### src/rtl/y86_imem_encoder.sv
// Serialises one decoded Y86-64 instruction per handshake into a byte-wide memory write stream.
// Optional Y86_ENC_HALT_LOCK_EN: after a halt completes, in_ready stays low until rst.
module y86_imem_encoder #(
    parameter int          MEM_BYTES = 65,
    parameter logic [63:0] BASE_ADDR = 64'd0
) (
    input  logic        clk,
    input  logic        rst,
    input  logic        in_valid,
    output logic        in_ready,
    input  logic [3:0]  icode,
    input  logic [3:0]  ifun,
    input  logic [3:0]  rA,
    input  logic [3:0]  rB,
    input  logic [63:0] valC,
    output logic        wr_en,
    output logic [63:0] wr_addr,
    output logic [7:0]  wr_data,
    output logic        instr_done,
    output logic [63:0] instr_pc,
    output logic [63:0] next_pc,
    output logic        err_invalid,
    output logic        err_overflow
);

    typedef enum logic {IDLE, EMIT} state_t;

    state_t      state;
    logic [3:0]  icode_q, ifun_q, ra_q, rb_q;
    logic [63:0] valc_q;
    logic [3:0]  len_q;
    logic [3:0]  idx;
    logic [3:0]  len_in;
    logic [3:0]  const_off;
    logic [2:0]  const_sel;
    logic [7:0]  cur_byte;

    function automatic logic [3:0] instr_len(input logic [3:0] ic);
        case (ic)
            4'h0, 4'h1, 4'h9:       instr_len = 4'd1;
            4'h2, 4'h6, 4'hA, 4'hB: instr_len = 4'd2;
            4'h7, 4'h8:             instr_len = 4'd9;
            4'h3, 4'h4, 4'h5:       instr_len = 4'd10;
            default:                instr_len = 4'd0;
        endcase
    endfunction

    assign len_in = instr_len(icode);

    // Constant bytes start after the opcode (9-byte forms) or after the register byte (10-byte forms).
    always_comb begin
        const_off = (len_q == 4'd10) ? 4'd2 : 4'd1;
        const_sel = 3'(idx - const_off);
        cur_byte  = valc_q[{const_sel, 3'b000} +: 8];
        if (idx == 4'd0)
            cur_byte = {icode_q, ifun_q};
        else if (idx == 4'd1 && (len_q == 4'd2 || len_q == 4'd10))
            cur_byte = {ra_q, rb_q};
    end

    always_ff @(posedge clk) begin
        if (rst) begin
            state        <= IDLE;
            in_ready     <= 1'b1;
            wr_en        <= 1'b0;
            wr_addr      <= 64'd0;
            wr_data      <= 8'd0;
            instr_done   <= 1'b0;
            instr_pc     <= 64'd0;
            next_pc      <= BASE_ADDR;
            err_invalid  <= 1'b0;
            err_overflow <= 1'b0;
            icode_q      <= 4'd0;
            ifun_q       <= 4'd0;
            ra_q         <= 4'd0;
            rb_q         <= 4'd0;
            valc_q       <= 64'd0;
            len_q        <= 4'd0;
            idx          <= 4'd0;
        end else begin
            wr_en        <= 1'b0;
            instr_done   <= 1'b0;
            err_invalid  <= 1'b0;
            err_overflow <= 1'b0;
            case (state)
                IDLE: begin
                    if (in_valid && in_ready) begin
                        if (icode >= 4'hC) begin
                            err_invalid <= 1'b1;
                        // 65-bit compare so a huge next_pc can never wrap past the check
                        end else if (({1'b0, next_pc} + 65'(len_in)) > 65'(MEM_BYTES)) begin
                            err_overflow <= 1'b1;
                        end else begin
                            icode_q  <= icode;
                            ifun_q   <= ifun;
                            ra_q     <= (icode == 4'h3) ? 4'hF : rA;
                            rb_q     <= (icode == 4'hA || icode == 4'hB) ? 4'hF : rB;
                            valc_q   <= valC;
                            len_q    <= len_in;
                            idx      <= 4'd0;
                            in_ready <= 1'b0;
                            state    <= EMIT;
                        end
                    end
                end
                EMIT: begin
                    wr_en   <= 1'b1;
                    wr_addr <= next_pc + 64'(idx);
                    wr_data <= cur_byte;
                    if (idx == len_q - 4'd1) begin
                        instr_done <= 1'b1;
                        instr_pc   <= next_pc;
                        next_pc    <= next_pc + 64'(len_q);
                        state      <= IDLE;
`ifdef Y86_ENC_HALT_LOCK_EN
                        in_ready   <= (icode_q != 4'h0);
`else
                        in_ready   <= 1'b1;
`endif
                    end else begin
                        idx <= idx + 4'd1;
                    end
                end
                default: state <= IDLE;
            endcase
        end
    end

endmodule

### config.mk
export PLATFORM = sky130hd
export DESIGN_NAME = y86_imem_encoder
export DESIGN_NICKNAME = d
export VERILOG_FILES = /design/src/rtl/y86_imem_encoder.sv
export SDC_FILE = /design/constraint.sdc
export NUM_CORES = 1
export LEC_CHECK = 0
export CORE_ASPECT_RATIO = 0.8
export CORE_MARGIN = 1
export CORE_UTILIZATION = 40
export CTS_BUF_LIST = sky130_fd_sc_hd__clkbuf_16
export DETAILED_ROUTE_END_ITERATION = 7
export GPL_TIMING_DRIVEN = 1
export RECOVER_POWER = 50
export SLEW_MARGIN = 10
export SYNTH_ARGS = -nofsm -noshare
export SYNTH_HDL_FRONTEND = slang
export SYNTH_SLANG_ARGS = --single-unit
### constraint.sdc
create_clock -name clk -period 10.2 [get_ports clk]
set_input_delay 2.04 -clock clk [delete_from_list [all_inputs] [get_ports clk]]
set_output_delay 2.04 -clock clk [all_outputs]
set_load 0.1 [all_outputs]
==> results list <==
* Share of Yosys cell area claimed by the top area cell type: 37.79%
* DR DRC count: 0
- Number of port buffers: ~290
- Average via count per standard cell: 5.725
* Fraction of layout instances using a drive strength above 1: 5.815%
- Wire length of the first global-routing pass: roughly 90,000 um
- Dividing the synthesized area by the synthesized cell count gives between 8 and 9 um2.
- Number of max-cap violations: 2
* Async set-or-reset flop fraction in the synthesized netlist: 0%
- CTS tree: yes
* CTS Root Buffer Type: sky130_fd_sc_hd__clkbuf_16
* Count of final setup violators: 0
* Violations in the final reports: max-capacitance violations, max-slew violations
* Dpl hpwl: around 45,000 um
- Main area contributors after synthesis: sky130_fd_sc_hd__dfxtp_1, sky130_fd_sc_hd__nand2_1, sky130_fd_sc_hd__mux2i_1
* Final Hold Violating Endpoints: 0
- Routability-driven placement finished with a final weighted congestion of 0.9659.
* Per-cell routed wire length: 23.32 um
* Worst endpoint required time: 10.65 ns
* Area taken by multi-input logic gates: 8747 um2
* Die Outline Area: 39,600 um2
- Leftover overflow at the end of global routing: 0
- In this run, placement finished with an instance count of roughly 2,500.
- Headroom to the max-slew limit came out at -264.3%.
* Setup WS pre-CTS: between 2 and 2.5 ns
- For the pin with the worst max-slew slack, the measured transition is 5.465 ns.
- sky130_fd_sc_hd__dfxtp_1 takes more of the synthesized area than any other cell.
* Minimum setup slack in the final design: roughly 2.3 ns
- Pwr per Cell Area: 143.5 nW/um2
- Global-route total usage across every layer: 30.02%
- The floorplan step set the die width to 222.2 um.
- Signed area change from the synthesized netlist to the final layout: 24.61%
* Total chip power: between 2 and 3 mW
- Number of pins with negative max-slew slack in the final report: 211
* Filler cells: ~3,800
* Post-synth EDFFs: 0
- The core region is 38,200 um2.
* Hold Path Class: reg2reg
- DRC violation total after the first TritonRoute iteration: 1,455
* Launching element type of the critical path: input pin
- The final critical path takes up 77.18% of the cycle.
- Synthesized Nets: 1,978
* CTS hold repair buffers: 0
* Boundary pin count: about 290
* Initial antenna violation count: 1
* Worst-case clock buffer depth: 3
* Starting density of the core: ~40%
* Number of cells upsized or downsized after cts: 0
* Cell Count, Final, Fillers Out: 2,578
* Final clock skew: 0.01069 ns
- The sequential cells in the finished layout cover a total of slightly below 6000 um2.
- The routed design has 60,130 um of wire.
- Synthesis handed over a netlist of ~1,900 instances.
- Time the worst path needs with I/O delays and setup: 7.872 ns
* Number of buffers added by the clock tree synthesis step: 31
- Type of the worst setup path: in2reg
- The run finished, with violations left.
* Critical-path top delay cell: sky130_fd_sc_hd__clkbuf_1
- The later pin in the worst-skew pair is clocked with a latency of 0.58 ns.
- Yosys printed 0 warnings.
- Dominant register cell in the synthesized netlist: sky130_fd_sc_hd__dfxtp_1
- Y dimension of the die: 178.2 um
* Netlist area before placement: 15,520 um2
* Count of vias placed by the detailed router: 14,760
- In this run the number of H-tree levels came out at 1.
- Clock-pin slew was measured on the worst setup and hold paths at 0.06 ns.
* Worst voltage drop across the vdd grid: 0.1260 mV
- The floorplan has 64 rows.
- The number of global-route vias before repair was about 14,000.
- The signal on the critical path passes through clkbuf_1 -> clkbuf_2 -> nor2_1 -> o41ai_4 -> o211ai_1.
- Final net count: between 2,000 and 2,500
* Length of the first detailed-routing pass in iterations: 5
- Setup repair after global routing missed its margin: false
* Post-route ant nets: 0
- Sequential cells were found to cover 37.79% of the synthesized design area.
* Leakage component of the power: 6.707 nW
* Number of buffers inserted by post-CTS setup repair: 0
- The synthesized netlist contains 83 unique library cells.
- On the worst path, the slowest cell contributes a delay of roughly 3.7 ns.
- Biggest fanout along the worst timing path: 115
- Entering global routing, the biggest net connects 116 pins.
* Most common cell in the netlist: sky130_fd_sc_hd__nand2_1
- In the synthesized netlist, the cells that appear most often are sky130_fd_sc_hd__nand2_1, sky130_fd_sc_hd__dfxtp_1, sky130_fd_sc_hd__nor2_1.
* Hold_ws: 0.4482 ns
- For this run, the top clock speed supported by timing is ~130 MHz.
* Critical path endpoint category: flop
- Clock Sink Count: 293
- Number of flip-flops and latches in the synthesized netlist: ~290
- Adding up every negative setup slack in the final design gives 0 ns.
- Arrival @ worst endpoint: approximately 8.3 ns
-- path summary, 6_finish.rpt --
path                            depth (start not counted)                      start  slack (ns)                   endpoint
worst min register to register                          2  instr_pc[52]$_SDFFE_PP0P_        0.45  instr_pc[52]$_SDFFE_PP0P_
worst max register to register                         10   next_pc[42]$_SDFFE_PP0P_        4.76    valc_q[62]$_SDFFE_PP0P_
worst min-delay path                                    2  instr_pc[52]$_SDFFE_PP0P_        0.45  instr_pc[52]$_SDFFE_PP0P_
worst max-delay path                                    5                        rst        2.33        idx[2]$_SDFFE_PP0P_
-- logic make-up after synthesis --
group | count (synthesis) | synth area share (%)
mux | 116 | 8.779
fa+ha+maj | 20 | 1.806
buf+inv | 185 | 5.989
simple gates | 853 | 26.49
compound gates | 282 | 12.04
xor+xnor | 126 | 7.110
flops | 293 | 37.79
-- sequential cells by signal, summed over array words and instances (netlist names), 3 cells and up --
name	count
instr_pc	64
next_pc	64
valc_q	64
wr_addr	64
wr_data	8
icode_q	4
idx	4
ifun_q	4
ra_q	4
rb_q	4
len_q	3
-- critical path, delay by kind of cell --
family / cells / cell delay [ns]
AOI/OAI and AO/OA: 2 / 0.33
and+or+nand+nor: 1 / 0.30
buffers and inverters: 2 / 5.60
-- where the power goes --
part	internal (mW)	total, mW	leakage [nW]	switching, mW
Clock	0.631	1.11	0.505	0.483
Combinational	0.136	0.434	3.82	0.298
Sequential	1.19	1.23	2.38	0.0359
Total	1.96	2.78	6.71	0.816
-- per-stage QoR --
stage / area (um2) / utilization, %
2_1_floorplan: 15520 / -
3_3_place_gp: 18350 / 48.04
3_5_place_dp: 18350 / 48.04
4_1_cts: 19350 / 50.65
5_1_grt: 19340 / 50.62
6_report: 19340 / 50.64
-- cells in the final DEF (no fill, tap or decap), types with 6 or more instances in the layout --
master                            Yosys  final
sky130_fd_sc_hd__a211oi_1            75     75
sky130_fd_sc_hd__a21oi_1             94     94
sky130_fd_sc_hd__a311oi_1            13     13
sky130_fd_sc_hd__a31oi_1              6      6
sky130_fd_sc_hd__and2_1               7      7
sky130_fd_sc_hd__and3_1               9      9
sky130_fd_sc_hd__and4_1              22     22
sky130_fd_sc_hd__buf_4                9     16
sky130_fd_sc_hd__clkbuf_16            0     31
sky130_fd_sc_hd__clkdlybuf4s50_1      0    222
sky130_fd_sc_hd__clkinv_1             2      7
sky130_fd_sc_hd__clkinv_2             0     10
sky130_fd_sc_hd__dfxtp_1            293    292
sky130_fd_sc_hd__dlygate4sd3_1        0     64
sky130_fd_sc_hd__ha_1                16     16
sky130_fd_sc_hd__inv_1               27     29
sky130_fd_sc_hd__mux2i_1             99     99
sky130_fd_sc_hd__mux4_2              16     16
sky130_fd_sc_hd__nand2_1            375    375
sky130_fd_sc_hd__nand3_1             42     42
sky130_fd_sc_hd__nand4_1             56     56
sky130_fd_sc_hd__nand4b_1             7      7
sky130_fd_sc_hd__nor2_1             190    189
sky130_fd_sc_hd__nor2b_1              9      9
sky130_fd_sc_hd__nor3_1              33     32
sky130_fd_sc_hd__nor4_1              21     20
sky130_fd_sc_hd__nor4_2               5      6
sky130_fd_sc_hd__o211ai_1             6      6
sky130_fd_sc_hd__o21ai_0             38     38
sky130_fd_sc_hd__or3_1               29     29
sky130_fd_sc_hd__or4_1               10     10
sky130_fd_sc_hd__xnor2_1             60     60
sky130_fd_sc_hd__xor2_1              66     66
-- metal layers --
layer  wire length, um  global-route usage (%)  share of wire [%]
met5                 0                       0                  0
met3              4229                   4.662                7.0
met4              1278                   6.887                2.1
met2             25560                   44.97                 43
met1             29060                   44.79                 48
-- layout make-up --
class / count / area share [%]
diodes: 2 / 0.02588
clock buffers: 31 / 4.011
clock inverters: 27 / 1.145
inverters: 29 / 0.5758
multi-input cells: 1397 / 45.23
flip-flops and latches: 293 / 30.35
well taps: 495 / 3.202
repair buffers: 304 / 15.47
Note: power is estimated with default switching activity, not from simulation.
